### config.mk
export PLATFORM = sky130hd
export DESIGN_NAME = array_bus_merge
export DESIGN_NICKNAME = d
export VERILOG_FILES = /design/src/rtl/array_bus_merge.sv
export SDC_FILE = /design/constraint.sdc
export NUM_CORES = 1
export LEC_CHECK = 0
export BUFFER_PORTS_ARGS = -buffer_cell sky130_fd_sc_hd__clkbuf_2
export CAP_MARGIN = 20
export CORE_MARGIN = 3
export CORE_UTILIZATION = 26
export CTS_CLUSTER_DIAMETER = 50
export DETAILED_ROUTE_END_ITERATION = 10
export PLACE_DENSITY = 0.46
export REMOVE_ABC_BUFFERS = 1
export SKIP_CTS_REPAIR_TIMING = 1
export SYNTH_ARGS = -nofsm -noshare
export SYNTH_HDL_FRONTEND = slang
export SYNTH_SLANG_ARGS = --single-unit
### constraint.sdc
create_clock -name clk -period 4.7 [get_ports clk]
set_input_delay 0.94 -clock clk [delete_from_list [all_inputs] [get_ports clk]]
set_output_delay 0.94 -clock clk [all_outputs]
set_load 0.005 [all_outputs]
### src/rtl/array_bus_merge.sv
// array_bus_merge: merges two valid-only byte lanes into one ready/valid stream.
// Each lane feeds its own FIFO. A round-robin arbiter drains the FIFOs into a
// registered output that is tagged with the source lane. A sticky overflow flag
// per lane records that a word arrived while that lane's FIFO was full.
// Optional feature macro: ARRAY_MERGE_STATS_EN adds saturating per-lane drop counters.
// DEPTH must be a power of 2 and at least 2 so that the pointers wrap naturally.
module array_bus_merge #(
   parameter int DATA_W = 8,
   parameter int DEPTH  = 4
) (
   input  logic              clk,
   input  logic              rst,
   input  logic [DATA_W-1:0] in_data  [0:1],
   input  logic              in_valid [0:1],
   output logic [DATA_W-1:0] out_data,
   output logic              out_lane,
   output logic              out_valid,
   input  logic              out_ready,
   output logic              overflow [0:1]
`ifdef ARRAY_MERGE_STATS_EN
   ,
   output logic [15:0]       drop_cnt [0:1]
`endif
);

   localparam int PW = $clog2(DEPTH);
   localparam int CW = PW + 1;

   // Per-lane FIFO status and head word, as seen by the arbiter.
   logic [DATA_W-1:0] head_data [0:1];
   logic              not_empty [0:1];
   logic              pop       [0:1];

   // Output register and round-robin state.
   logic [DATA_W-1:0] out_data_q,  out_data_d;
   logic              out_lane_q,  out_lane_d;
   logic              out_valid_q, out_valid_d;
   logic              rr_last_q,   rr_last_d;
   logic              load;
   logic              gnt_lane;

   genvar gi;
   generate
      for (gi = 0; gi < 2; gi++) begin : g_lane
         logic [DATA_W-1:0] mem [0:DEPTH-1];
         logic [PW-1:0]     wr_ptr_q, wr_ptr_d;
         logic [PW-1:0]     rd_ptr_q, rd_ptr_d;
         logic [CW-1:0]     cnt_q,    cnt_d;
         logic              ovf_q,    ovf_d;
         logic              full;
         logic              push;
         logic              drop;

         // Fullness is judged on the registered count only, so a pop in the
         // same cycle never makes room for the incoming word.
         assign full = (cnt_q == CW'(DEPTH));
         assign push = in_valid[gi] && !full;
         assign drop = in_valid[gi] && full;

         // Next-state for the pointers, the occupancy count and the sticky overflow flag.
         always_comb begin
            wr_ptr_d = wr_ptr_q;
            rd_ptr_d = rd_ptr_q;
            cnt_d    = cnt_q;
            ovf_d    = ovf_q;
            if (push) begin
               wr_ptr_d = wr_ptr_q + 1'b1;
            end
            if (pop[gi]) begin
               rd_ptr_d = rd_ptr_q + 1'b1;
            end
            case ({push, pop[gi]})
               2'b10:   cnt_d = cnt_q + 1'b1;
               2'b01:   cnt_d = cnt_q - 1'b1;
               default: cnt_d = cnt_q;
            endcase
            if (drop) begin
               ovf_d = 1'b1;
            end
         end

         // FIFO control registers, cleared asynchronously.
         always_ff @(posedge clk or posedge rst) begin
            if (rst) begin
               wr_ptr_q <= '0;
               rd_ptr_q <= '0;
               cnt_q    <= '0;
               ovf_q    <= 1'b0;
            end else begin
               wr_ptr_q <= wr_ptr_d;
               rd_ptr_q <= rd_ptr_d;
               cnt_q    <= cnt_d;
               ovf_q    <= ovf_d;
            end
         end

         // FIFO storage. It is not reset because the count alone defines which entries are valid.
         always_ff @(posedge clk) begin
            if (push) begin
               mem[wr_ptr_q] <= in_data[gi];
            end
         end

         assign head_data[gi] = mem[rd_ptr_q];
         assign not_empty[gi] = (cnt_q != '0);
         assign overflow[gi]  = ovf_q;

`ifdef ARRAY_MERGE_STATS_EN
         logic [15:0] drop_cnt_q, drop_cnt_d;

         // Count the dropped words, saturating at all-ones.
         always_comb begin
            drop_cnt_d = drop_cnt_q;
            if (drop && (drop_cnt_q != 16'hFFFF)) begin
               drop_cnt_d = drop_cnt_q + 16'd1;
            end
         end

         // Drop counter register.
         always_ff @(posedge clk or posedge rst) begin
            if (rst) begin
               drop_cnt_q <= '0;
            end else begin
               drop_cnt_q <= drop_cnt_d;
            end
         end

         assign drop_cnt[gi] = drop_cnt_q;
`endif
      end
   endgenerate

   // Arbitration and output-register next-state. When both lanes are waiting,
   // the lane that was not served last is granted, which gives strict alternation.
   always_comb begin
      load        = !out_valid_q || out_ready;
      gnt_lane    = 1'b0;
      pop[0]      = 1'b0;
      pop[1]      = 1'b0;
      out_data_d  = out_data_q;
      out_lane_d  = out_lane_q;
      out_valid_d = out_valid_q;
      rr_last_d   = rr_last_q;
      if (not_empty[0] && not_empty[1]) begin
         gnt_lane = ~rr_last_q;
      end else begin
         gnt_lane = not_empty[1];
      end
      if (load) begin
         if (not_empty[0] || not_empty[1]) begin
            pop[0]      = !gnt_lane;
            pop[1]      = gnt_lane;
            out_data_d  = gnt_lane ? head_data[1] : head_data[0];
            out_lane_d  = gnt_lane;
            out_valid_d = 1'b1;
            rr_last_d   = gnt_lane;
         end else begin
            out_valid_d = 1'b0;
         end
      end
   end

   // Output register. rr_last resets to lane 1 so that lane 0 wins the first contest.
   always_ff @(posedge clk or posedge rst) begin
      if (rst) begin
         out_data_q  <= '0;
         out_lane_q  <= 1'b0;
         out_valid_q <= 1'b0;
         rr_last_q   <= 1'b1;
      end else begin
         out_data_q  <= out_data_d;
         out_lane_q  <= out_lane_d;
         out_valid_q <= out_valid_d;
         rr_last_q   <= rr_last_d;
      end
   end

   assign out_data  = out_data_q;
   assign out_lane  = out_lane_q;
   assign out_valid = out_valid_q;

endmodule

==> impl_metrics.toml, run 1 <==
[clock_network]
cts_tree = "yes"
root_buffer = "clkbuf_16"
clock_sinks = 91
cts-buffers-inserted = 9
clk_path_buf_depth = 2
clock_latency_ps = 330
clk_pin_slew_ps = 60
h-tree-depth = 3

[sta]
finalCritPeriodShare_pct = 51.14
setup_violations = 0
max_freq_ghz = 0.4160
slew_viol_final = 0
tightestPinTransition_ps = 615.6
finalCriticalPeriod_ps = 2404
fin_skew_ps = 5.899
slew_headroom_pct = 58.96
setup_tns_ps = 0
rsz0062_at_grt = "false"
timing.hold.ws_ps = 464.9
hold_viol_final = 0

[place]
portBuffers = 32
gp_congestion = 0.6686
dp_hpwl_mm = 4.725
dpl-instance-area_um2 = 4076

[power_and_ir_drop]
report.power.total_mw = 2.729
ir_worst_vdd_mv = 0.2534
p_per_area_nw_per_um2 = 624.5
leakage_nw = 1.662
p_sw_uw = 839.1
intPower_mw = 1.890
clockPowerShare_pct = 25.6
comb_power_share_pct = 26.6
switching_share_pct = 30.75
p_seq_share_pct = 47.8

[yosys]
synth.avg_cell_area_um2 = 17.34
synth-edff-count = 64
synth_cell_types = 32
yosysSeqAreaShare_pct = 69.70
yosys.area.top_type = "edfxtp_1"
synthFlopType = "edfxtp_1"
synth_area_um2 = 3729
synth_area_leaders = "edfxtp_1 52%, dfrtp_1 17%, mux4_2 9.7%, ha_1 3.4%, inv_1 2.0%"
synth_seq_cells = 91
synth_most_common_cell = "edfxtp_1"
postSynth.asyncResetShare_pct = 29.67
synth_commonest_cells = "64 x edfxtp_1, 26 x dfrtp_1, 20 x inv_1"
synthCells = 215
yosysTopAreaCellShare_pct = 51.54
synth_warnings = 0

[die]
fp.dieH_um = 125.8
coreArea_um2 = 13930
start_util_pct = 26.76
io_pins = 33
die-area_um2 = 15810
num_rows = 43
die_x_um = 125.8

[global_routing]
grt_overflow = 0
gr-usage-all-layers_pct = 8.998
antenna_found_initial = 0
grt_start_max_net_pins = 23
grt_pass1_wl_mm = 10.74
grt_pass1_vias = 1911

[detailed_routing]
drt.antenna.violating_nets = 0
first_iter_violations = 108
avgRoutedWirePerCell_um = 15.16
wl_mm = 6.595
avgViaCountPerCell = 4.166
drc_errors = 0
num_vias = 1812
firstDrtPassIters = 3

[cells_and_area]
area_growth_pct = 17.21
final_util_pct = 31.36
fin_nets = 283
antennaDiodeCount = 0
layout-drive-gt1-share_pct = 29.41
final_cell_area_um2 = 4370

[critical_path]
reg2reg_slack_ps = 2320
worst-path-max-fanout = 12
arrival_ps = 2660
worstSetupPathType = "input pin to register"
start_kind = "input pin"
crit_path_end_kind = "register"
required_ps = 4950

[status]
status = "complete, no violations"

[job]
drv_cap = 0

[worst_hold_path]
hold_path_class = "register to register"
## final timing paths
path	start	to	cells past startpoint
worst max-delay path	out_ready	g_lane[1].cnt_q[2]	10
worst min-delay path	g_lane[1].ovf_q	g_lane[1].ovf_q	1
worst max register to register	g_lane[0].cnt_q[0]	g_lane[1].cnt_q[2]	9
worst min register to register	g_lane[1].ovf_q	g_lane[1].ovf_q	1
max in group asynchronous	rst	rr_last_q	3
min in group asynchronous	rst	g_lane[1].cnt_q[0]	2
## critical path, cell delays in order
cell and delay, ps:
clkbuf_2 70, nand2b_1 190, o211ai_2 300, inv_1 130
ha_1 180, inv_1 60, fa_1 370, xor2_1 150
nor2_1 110, xor2_1 150
## power groups by stage
stage | logic (mW) | registers, mW | clock network [mW]
6_report | 0.726 | 1.31 | 0.698
5_1_grt | 0.826 | 1.35 | 0.756
4_1_cts | 0.752 | 1.32 | 0.721
3_5_place_dp | 0.753 | 1.33 | 0
3_3_place_gp | 0.742 | 1.33 | 0
2_1_floorplan | 0.549 | 1.26 | 0
## cell families after synthesis
group	synth area share, %
XOR/XNOR	2.819
adder cells (fa/ha/maj)	4.430
AND/OR/NAND/NOR	3.826
buffers and inverters	3.758
AO/OA/AOI/OAI	4.967
multiplexers	10.50
flip-flops	69.70
## per-layer routing
layer / routed length (um) / part of all wire [%] / GRT usage, % / vias to the layer above
li1: - / - / - / 861
met1: 3153 / 48 / 12.34 / 913
met2: 3071 / 47 / 13.22 / 29
met3: 252 / 3.8 / 2.375 / 9
met4: 118 / 1.8 / 4.543 / 0
met5: 0 / 0 / 0 / -
## layout make-up
cell class / count / area (um2)
Clock buffer: 9 / 225.2
Clock inverter: 7 / 68.82
Fill cell: 1357 / 9564
Inverter: 20 / 75.07
Multi-Input combinational cell: 95 / 989.7
Sequential cell: 91 / 2599
Tap cell: 180 / 225.2
Timing Repair Buffer: 33 / 187.7
## sequential cells by signal (all words and copies together), names as in the netlist
register and cells:
g_lane.mem 64, g_lane.ovf_q 2, g_lane.rd_ptr_q 4, out_valid 1, g_lane.wr_ptr_q 4, rr_last_q 1
out_lane 1, g_lane.cnt_q 6, out_data 8
## stage by stage
stage          cells  setup WS [ps]
2_1_floorplan    206           2223
3_3_place_gp     418           1973
3_5_place_dp     419           1939
4_1_cts          435           2284
5_1_grt          435           2091
6_report         435           2296
## layout by cell type, fill, tap and decap left out, types with 2 or more instances in the layout
cell / instances
dfrtp_1: 26
clkbuf_2: 32
ha_1: 10
xnor2_1: 7
mux4_2: 16
clkinv_2: 2
a31o_2: 2
and2_1: 8
o21ai_0: 4
or3_4: 2
o21ai_1: 6
clkinv_4: 2
nor3_1: 2
nand2_1: 8
mux2i_1: 2
o21ai_2: 2
clkbuf_16: 9
xor2_1: 5
fa_1: 2
a21boi_1: 2
a22oi_2: 2
inv_1: 20
a22oi_1: 5
edfxtp_1: 64
nor2_1: 5
(Power assumes the default switching activity.)
==> run 2: changes to the inputs <==
==> constraint.sdc (replaced) <==
create_clock -name clk -period 2.42 [get_ports clk]
set_input_delay 0.484 -clock clk [delete_from_list [all_inputs] [get_ports clk]]
set_output_delay 0.484 -clock clk [all_outputs]
set_load 0.005 [all_outputs]
==> impl_metrics.toml, run 2 (synthesis gave the netlist of run 1 again) <==
[status]
status = "complete, no violations"

[detailed_routing]
wl_mm = 6.744
drc_errors = 0
num_vias = 1846
first_iter_violations = 85
avgViaCountPerCell = 4.186
firstDrtPassIters = 4
avgRoutedWirePerCell_um = 15.29
drt.antenna.violating_nets = 0

[die]
coreArea_um2 = 13930
num_rows = 43
start_util_pct = 26.76
io_pins = 33
die-area_um2 = 15810
fp.dieH_um = 125.8
die_x_um = 125.8

[clock_network]
clk_pin_slew_ps = 60
clock_sinks = 91
cts_tree = "yes"
h-tree-depth = 3
clk_path_buf_depth = 2
cts-buffers-inserted = 9
clock_latency_ps = 340
root_buffer = "clkbuf_16"

[cells_and_area]
fillers = 1348
largest_register_ffs = 64
layout-drive-gt1-share_pct = 31.03
layout_common_cells = "64 x edfxtp_1, 32 x clkbuf_2, 26 x dfrtp_1"
fin_nets = 289
final_util_pct = 31.85
final_common_cell = "edfxtp_1"
top_register = "g_lane.mem"
finalNonFillerCells = 441
antennaDiodeCount = 0
area_growth_pct = 19.03

[critical_path]
arrival_ps = 2350
worst-path-max-fanout = 5
required_ps = 2640
crit_path_end_kind = "register"
rr_startpoint = "g_lane[0].cnt_q[0]"
worstSetupPathType = "register to register"
r2r_end = "g_lane[0].cnt_q[2]"
start_kind = "register"
ff2ff_path_depth = 7
reg2reg_slack_ps = 290

[global_routing]
gr-usage-all-layers_pct = 9.520
antenna_found_initial = 0
grt_start_max_net_pins = 16
grt_pass1_vias = 2046
grt_pass1_wl_mm = 11.30
grt_overflow = 0

[sta]
fin_skew_ps = 7.675
fin_ws_ps = 294.4
slew_viol_final = 0
tightestPinTransition_ps = 570.5
slew_headroom_pct = 61.96
setup_tns_ps = 0
max_freq_ghz = 0.4705
setup_violations = 0
finalCritPeriodShare_pct = 87.83
rsz0062_at_grt = "false"
finalCriticalPeriod_ps = 2126
hold_viol_final = 0

[place]
gp_congestion = 0.7208
dp_hpwl_mm = 4.701
place_ws_ps = 292.4
portBuffers = 32
dp.cells = 425

[job]
drv_cap = 0

[worst_hold_path]
hold_path_class = "input pin to async pin"

[power_and_ir_drop]
ir_worst_vdd_mv = 0.3669
report.power.total_mw = 5.561
leakage_nw = 1.706
p_per_area_nw_per_um2 = 1253
-- run 2: per-layer routing --
| layer | wire length (um) | part of all wire [%] | GRT usage [%] | up-vias |
|---|---|---|---|---|
| li1 | - | - | - | 871 |
| met1 | 3111 | 46 | 12.46 | 932 |
| met2 | 3253 | 48 | 14.51 | 36 |
| met3 | 283 | 4.2 | 3.393 | 7 |
| met4 | 95 | 1.4 | 3.785 | 0 |
| met5 | 0 | 0 | 0 | - |
-- run 2: worst max path at each step --
stage,end,from,slack [ps],cells after the start
2_1_floorplan,g_lane[0].cnt_q[2],g_lane[0].cnt_q[0],260,7
3_3_place_gp,g_lane[0].cnt_q[2],g_lane[0].cnt_q[0],330,7
3_5_place_dp,g_lane[0].cnt_q[2],g_lane[0].cnt_q[0],290,7
4_1_cts,g_lane[0].cnt_q[2],g_lane[0].cnt_q[0],290,7
5_1_grt,g_lane[1].cnt_q[2],g_lane[0].cnt_q[0],120,9
6_report,g_lane[0].cnt_q[2],g_lane[0].cnt_q[0],290,7
-- run 2: area by class of cell --
cell class	count	area, um2	area share, %
repair buffers	39	212.7	4.793
inverters	20	75.07	1.692
clock inverters	4	80.08	1.804
clock buffers	12	256.5	5.780
multi-input cells	95	989.7	22.30
well taps	180	225.2	5.075
flip-flops and latches	91	2599	58.56
-- run 2: per-stage QoR --
step	hold WS, ps	cell area, um2
after global routing	209.3	4438
after CTS	164.3	4438
after global placement	456.2	4101
final	158.8	4438
after floorplan	446.4	3664
after detailed placement	465.8	4101
-- run 2: critical path, cell delays in order (launching register included) --
cell and delay, ps:
dfrtp_1 450, or3_4 420, o211a_1 150, ha_1 240
fa_1 390, xnor2_1 160, nor2_1 60, xor2_1 140
-- run 2: where the power goes --
group / total (mW) / internal, mW / switching (mW) / leakage, nW
clock: 1.56 / 0.973 / 0.587 / 0.165
sequential: 2.48 / 2.15 / 0.337 / 0.899
combinational: 1.52 / 0.783 / 0.736 / 0.641
